`config.mk`:
```
export PLATFORM = sky130hd
export DESIGN_NAME = mem_port_arbiter
export DESIGN_NICKNAME = d
export VERILOG_FILES = /design/src/rtl/mem_port_arbiter.sv
export SDC_FILE = /design/constraint.sdc
export NUM_CORES = 1
export LEC_CHECK = 0
export CELL_PAD_IN_SITES_DETAIL_PLACEMENT = 0
export CELL_PAD_IN_SITES_GLOBAL_PLACEMENT = 1
export CORE_AREA = 2 2 167 169
export DETAILED_ROUTE_END_ITERATION = 16
export DIE_AREA = 0 0 169 171
export PLACE_DENSITY_LB_ADDON = 0.1
export SLEW_MARGIN = 10
export SYNTH_ARGS = -nofsm -noshare
export SYNTH_HDL_FRONTEND = slang
export SYNTH_SLANG_ARGS = --single-unit
```
`constraint.sdc`:
```
create_clock -name clk -period 3.6 [get_ports clk]
set_input_delay 0.72 -clock clk [delete_from_list [all_inputs] [get_ports clk]]
set_output_delay 0.72 -clock clk [all_outputs]
set_load 0.01 [all_outputs]
```
`src/rtl/mem_port_arbiter.sv`:
```
// mem_port_arbiter: shares one single-ported memory between IFU fetch and LSU, routing in-order read returns
// Optional MEM_ARB_PERF_CNT_EN adds saturating blocked-cycle counters for both requesters.
module mem_port_arbiter #(
    parameter int ADDR_WIDTH      = 32,
    parameter int DATA_WIDTH      = 32,
    parameter int TAG_WIDTH       = 32,
    parameter int MAX_OUTSTANDING = 2,
    parameter int STARVE_LIMIT    = 4
) (
    input  logic                  clk,
    input  logic                  rstn,
    input  logic                  flush,
    input  logic                  if_req_valid,
    input  logic [ADDR_WIDTH-1:0] if_req_addr,
    input  logic [TAG_WIDTH-1:0]  if_req_tag,
    output logic                  if_req_ready,
    output logic                  if_rsp_valid,
    output logic [DATA_WIDTH-1:0] if_rsp_data,
    output logic [TAG_WIDTH-1:0]  if_rsp_tag,
    input  logic                  ls_req_valid,
    input  logic                  ls_req_we,
    input  logic [ADDR_WIDTH-1:0] ls_req_addr,
    input  logic [DATA_WIDTH-1:0] ls_req_wdata,
    output logic                  ls_req_ready,
    output logic                  ls_rsp_valid,
    output logic [DATA_WIDTH-1:0] ls_rsp_data,
    output logic [ADDR_WIDTH-1:0] mem_raddr,
    output logic                  mem_rvalid_in,
    input  logic [DATA_WIDTH-1:0] mem_rdata,
    input  logic                  mem_rvalid_out,
    output logic [ADDR_WIDTH-1:0] mem_waddr,
    output logic                  mem_wen,
    output logic [DATA_WIDTH-1:0] mem_wdata,
    output logic [31:0]           perf_if_stall,
    output logic [31:0]           perf_ls_stall
);
    localparam int PW = MAX_OUTSTANDING > 1 ? $clog2(MAX_OUTSTANDING) : 1;
    localparam int CW = $clog2(MAX_OUTSTANDING + 1);
    localparam int SW = $clog2(STARVE_LIMIT + 1);
    localparam logic [PW-1:0] LAST  = PW'(MAX_OUTSTANDING - 1);
    localparam logic [CW-1:0] FULL  = CW'(MAX_OUTSTANDING);
    localparam logic [SW-1:0] LIMIT = SW'(STARVE_LIMIT);

    logic                 src_q  [MAX_OUTSTANDING];
    logic                 kill_q [MAX_OUTSTANDING];
    logic [TAG_WIDTH-1:0] tag_q  [MAX_OUTSTANDING];
    logic [PW-1:0]        wr_ptr, rd_ptr;
    logic [CW-1:0]        count;
    logic [SW-1:0]        starve_cnt;
    logic                 pop, rd_ok, if_elig, ls_elig, force_if;
    logic                 grant_if, grant_ls, ls_rd, push, head_if;

    // A pop frees its slot before a same-cycle read is checked for room.
    assign pop      = mem_rvalid_out && (count != '0);
    assign rd_ok    = (count != FULL) || pop;
    // Grants are held off while reset is asserted so every output reads 0.
    assign if_elig  = rstn && if_req_valid && rd_ok;
    assign ls_elig  = rstn && ls_req_valid && (ls_req_we || rd_ok);
    assign force_if = starve_cnt == LIMIT;
    assign grant_if = if_elig && (force_if || !ls_elig);
    assign grant_ls = ls_elig && !grant_if;
    assign ls_rd    = grant_ls && !ls_req_we;
    assign push     = grant_if || ls_rd;

    assign if_req_ready  = grant_if;
    assign ls_req_ready  = grant_ls;
    assign mem_rvalid_in = push;
    assign mem_raddr     = grant_if ? if_req_addr : ls_rd ? ls_req_addr : '0;
    assign mem_wen       = grant_ls && ls_req_we;
    assign mem_waddr     = mem_wen ? ls_req_addr : '0;
    assign mem_wdata     = mem_wen ? ls_req_wdata : '0;

    // A returning IFU read is dropped if it was flushed earlier or a flush arrives with it.
    assign head_if      = src_q[rd_ptr];
    assign ls_rsp_valid = pop && !head_if;
    assign if_rsp_valid = pop && head_if && !kill_q[rd_ptr] && !flush;
    assign ls_rsp_data  = ls_rsp_valid ? mem_rdata : '0;
    assign if_rsp_data  = if_rsp_valid ? mem_rdata : '0;
    assign if_rsp_tag   = if_rsp_valid ? tag_q[rd_ptr] : '0;

    // In-flight read source FIFO: push on read grant, pop on memory return, flush kills IFU entries.
    always_ff @(posedge clk or negedge rstn) begin
        if (!rstn) begin
            wr_ptr <= '0;
            rd_ptr <= '0;
            count  <= '0;
            for (int i = 0; i < MAX_OUTSTANDING; i++) begin
                src_q[i]  <= 1'b0;
                kill_q[i] <= 1'b0;
                tag_q[i]  <= '0;
            end
        end else begin
            for (int i = 0; i < MAX_OUTSTANDING; i++)
                if (flush && src_q[i]) kill_q[i] <= 1'b1;
            if (push) begin
                src_q[wr_ptr]  <= grant_if;
                kill_q[wr_ptr] <= flush && grant_if;
                tag_q[wr_ptr]  <= grant_if ? if_req_tag : '0;
                wr_ptr         <= (wr_ptr == LAST) ? '0 : wr_ptr + PW'(1);
            end
            if (pop) rd_ptr <= (rd_ptr == LAST) ? '0 : rd_ptr + PW'(1);
            count <= count + CW'(push) - CW'(pop);
        end
    end

    // Starvation counter: counts consecutive blocked IFU cycles, saturating at the force threshold.
    always_ff @(posedge clk or negedge rstn) begin
        if (!rstn) starve_cnt <= '0;
        else starve_cnt <= (!if_req_valid || grant_if) ? '0 : force_if ? starve_cnt : starve_cnt + SW'(1);
    end

    // Returning data with nothing in flight is a memory protocol error; the pop logic ignores it.
    always_ff @(posedge clk) begin
        if (rstn) assert (!(mem_rvalid_out && count == '0));
    end

`ifdef MEM_ARB_PERF_CNT_EN
    // Saturating blocked-cycle counters, cleared only by reset.
    always_ff @(posedge clk or negedge rstn) begin
        if (!rstn) begin
            perf_if_stall <= '0;
            perf_ls_stall <= '0;
        end else begin
            if (if_req_valid && !grant_if && perf_if_stall != '1) perf_if_stall <= perf_if_stall + 32'd1;
            if (ls_req_valid && !grant_ls && perf_ls_stall != '1) perf_ls_stall <= perf_ls_stall + 32'd1;
        end
    end
`else
    assign perf_if_stall = '0;
    assign perf_ls_stall = '0;
`endif
endmodule

```
==> flow_summary.json <==
{
  "status": "finished clean",
  "crit_start": "mem_rvalid_out",
  "grt_usage": 0.144,
  "grt_pass1_wl_mm": 32.0,
  "skew_ns": 0.00949,
  "synth-edff-count": 0,
  "place_ws_ns": -0.101,
  "cts_buffer_depth": 2,
  "crit_end": "mem_waddr[0]",
  "r2r_cells": 7,
  "worst_path_most_repeated_cell": "clkdlybuf4s50_1",
  "p_leak_nw": 4.25,
  "cp_data_required_time_ns": 2.88,
  "fmax_ghz": 0.282,
  "synth_area_leader_cell": "dfrtp_1",
  "final-seq-area_um2": 1880,
  "io_pins": 429,
  "synthArstFlopShare": 1.00,
  "relSlewSlack": 0.325,
  "final_layout_size_suffix_gt1_frac": 0.0539,
  "endpoint_kind": "output port",
  "insertion_delay_ns": 0.34,
  "final_common_cell": "clkdlybuf4s50_1",
  "synth.distinct_cells": 35,
  "cts.sinks": 75,
  "place_congestion": 0.785,
  "final_cell_mix": "clkdlybuf4s50_1 (354), a22o_1 (96), dfrtp_1 (74)",
  "grt_pass1_vias": 5364,
  "crit_path_start_kind": "primary input",
  "grt_antenna_before_repair": 1,
  "drtAntennaViolNets": 0,
  "core-area_um2": 27300,
  "routed_wl_mm": 22.2,
  "crit_cells": 6,
  "hold_ws_ns": 0.441,
  "syn_inst": 540,
  "crit_chain": "clkdlybuf4s50_1, or3b_4, a41oi_4, buf_12, and3_1, clkdlybuf4s50_1",
  "multiInputGateArea_um2": 2720,
  "fin_crit_sh": 0.985,
  "die_y_um": 171,
  "cts-root-buf": "clkbuf_16",
  "clkTransAtPathRegs_ns": 0.06,
  "ys_warn_count": 0,
  "vias": 5331,
  "num-fill-cells": 2829,
  "rsz0062_at_grt": "false",
  "p_total_w": 0.00438,
  "cp_slowest_cell": "clkdlybuf4s50_1",
  "grt_max_degree": 67,
  "r2r_slack_ns": 1.20,
  "final_area_um2": 9240,
  "post_dp_cell_area_um2": 8910,
  "worst_pin_slew_ns": 1.01,
  "finalSetupViolCount": 0,
  "cts_tree": "built",
  "slew_viol_final": 0,
  "start_util": 0.186,
  "crit_path_max_fanout": 25,
  "dieArea_um2": 28900,
  "hold_buffers": 0,
  "powerDensity_nw_per_um2": 475,
  "portBuffers": 364,
  "path_buf_inv": 3,
  "worst_slack_ns": 0.0546,
  "peakVddDrop_uv": 216,
  "cp_slowest_stage_delay_ns": 0.58,
  "first_pass_iters": 4,
  "maxCapViolCount": 0,
  "ys_seq_elements": 75,
  "die_w_um": 169,
  "avgRoutedWirePerCell_um": 17.9,
  "syn2layout_area_growth_pct": 82.0,
  "r2r-start": "starve_cnt[0]$_DFFE_PN0P_",
  "critPathKind": "in -> out",
  "r2r-end": "tag_q[6]$_DFFE_PN0P_",
  "hold_class": "in -> async",
  "cts_buffers": 9,
  "fin_crit_ns": 3.55,
  "ys_seq_area_frac": 0.370,
  "vias_per_cell": 4.31,
  "synth.avg_cell_area_um2": 9.40,
  "grt_remaining_overflow": 0,
  "rows": 61,
  "cts_htree_levels": 3,
  "netlist_top_cells_area": "dfrtp_1 (37%), a22o_1 (17%), buf_4 (9.5%)",
  "dp_hpwl_mm": 17.0,
  "finalHoldViolCount": 0,
  "worstPathArrival_ns": 2.83,
  "synth_top_area_frac": 0.370,
  "yosys_most_used_dff": "dfrtp_1",
  "syn-cell-area_um2": 5080,
  "drc": 0,
  "nets": 1055,
  "drt_iter0_drc": 171,
  "crit_family": "buffers and inverters"
}
==> metal layers <==
metal | vias to the layer above | wire, um | track usage
met3 | 15 | 2420 | 0.0608
li1 | 2475 | - | -
met4 | 0 | 363 | 0.0383
met5 | - | 0 | 0
met2 | 275 | 11400 | 0.262
met1 | 2566 | 8010 | 0.153
==> where the power goes <==
group	switching [W]	internal, W
clock	0.000403	0.000484
combinational	0.000888	0.00114
sequential	0.000236	0.00123
==> worst min path at each step <==
stage	startpoint	to	slack, ns	cells after the start
CTS	rstn	kill_q[0]$_DFF_PN0_	0.45	2
global placement	tag_q[37]$_DFFE_PN0P_	tag_q[37]$_DFFE_PN0P_	0.48	1
finish	rstn	kill_q[0]$_DFF_PN0_	0.44	2
floorplan	rstn	count[0]$_DFF_PN0_	0.42	0
detailed placement	tag_q[9]$_DFFE_PN0P_	tag_q[9]$_DFFE_PN0P_	0.48	1
global route	rstn	kill_q[0]$_DFF_PN0_	0.47	2
==> cell families (layout without fill, tap and decap cells) <==
logic type      after synthesis  in the layout  synth area share
other cells                   1             65          0.000739
mux                          34             34            0.0680
simple gates                192            192             0.210
xor+xnor                      5              5           0.00862
buf+inv                     121            408             0.149
flops                        75             75             0.370
compound gates              109            109             0.186
fa+ha+maj                     3              3           0.00739
==> worst reg2reg max path, stage by stage, from the launching register on <==
cell	delay, ns
dfrtp_1	0.41
inv_1	0.07
ha_1	0.29
a21bo_1	0.17
nand4_1	0.14
buf_4	0.20
nor2_4	0.75
a22o_1	0.29
==> repair_timing <==
item	4_1_cts	5_1_grt
gates resized for setup	3	9
buffers inserted	0	0
setup endpoints to repair	91	49
pin swaps	1	0
==> state kept, by name (all words and copies together) (netlist names) <==
| name | flops |
|---|---|
| tag_q | 64 |
| wr_ptr | 1 |
| src_q | 2 |
| kill_q | 2 |
| rd_ptr | 1 |
| starve_cnt | 3 |
| count | 2 |
==> per-stage QoR <==
step / setup TNS, ns / cells / util
4_1_cts: 0 / 1236 / 0.337
6_report: 0 / 1237 / 0.338
3_5_place_dp: -2.11 / 1220 / 0.326
5_1_grt: 0 / 1236 / 0.338
3_3_place_gp: -1.16 / 1220 / 0.326
2_1_floorplan: 0 / 603 / -
==> cell type report <==
class | count | area share
Tap cell | 346 | 0.0469
Inverter | 8 | 0.00339
Sequential cell | 75 | 0.203
Multi-Input combinational cell | 407 | 0.294
Clock buffer | 9 | 0.0244
Clock inverter | 7 | 0.00745
Antenna cell | 1 | 0.000271
Timing Repair Buffer | 384 | 0.420
==> Yosys cell counts, types with 2 or more instances <==
library cell and count:
o21ai_0 2, ha_1 3, clkbuf_2 5, nor3_1 2, inv_1 6, nand2_1 11, xnor2_1 5, nor2_1 42
nor2b_1 2, clkbuf_1 21, mux2i_1 33, and2_1 65, a21o_1 2, dfrtp_1 75, buf_2 19, buf_4 64
or3_1 2, a221oi_1 2, a21oi_1 2, and3_1 64, a22o_1 96, buf_6 4
Power figures use the tool's default switching activity.
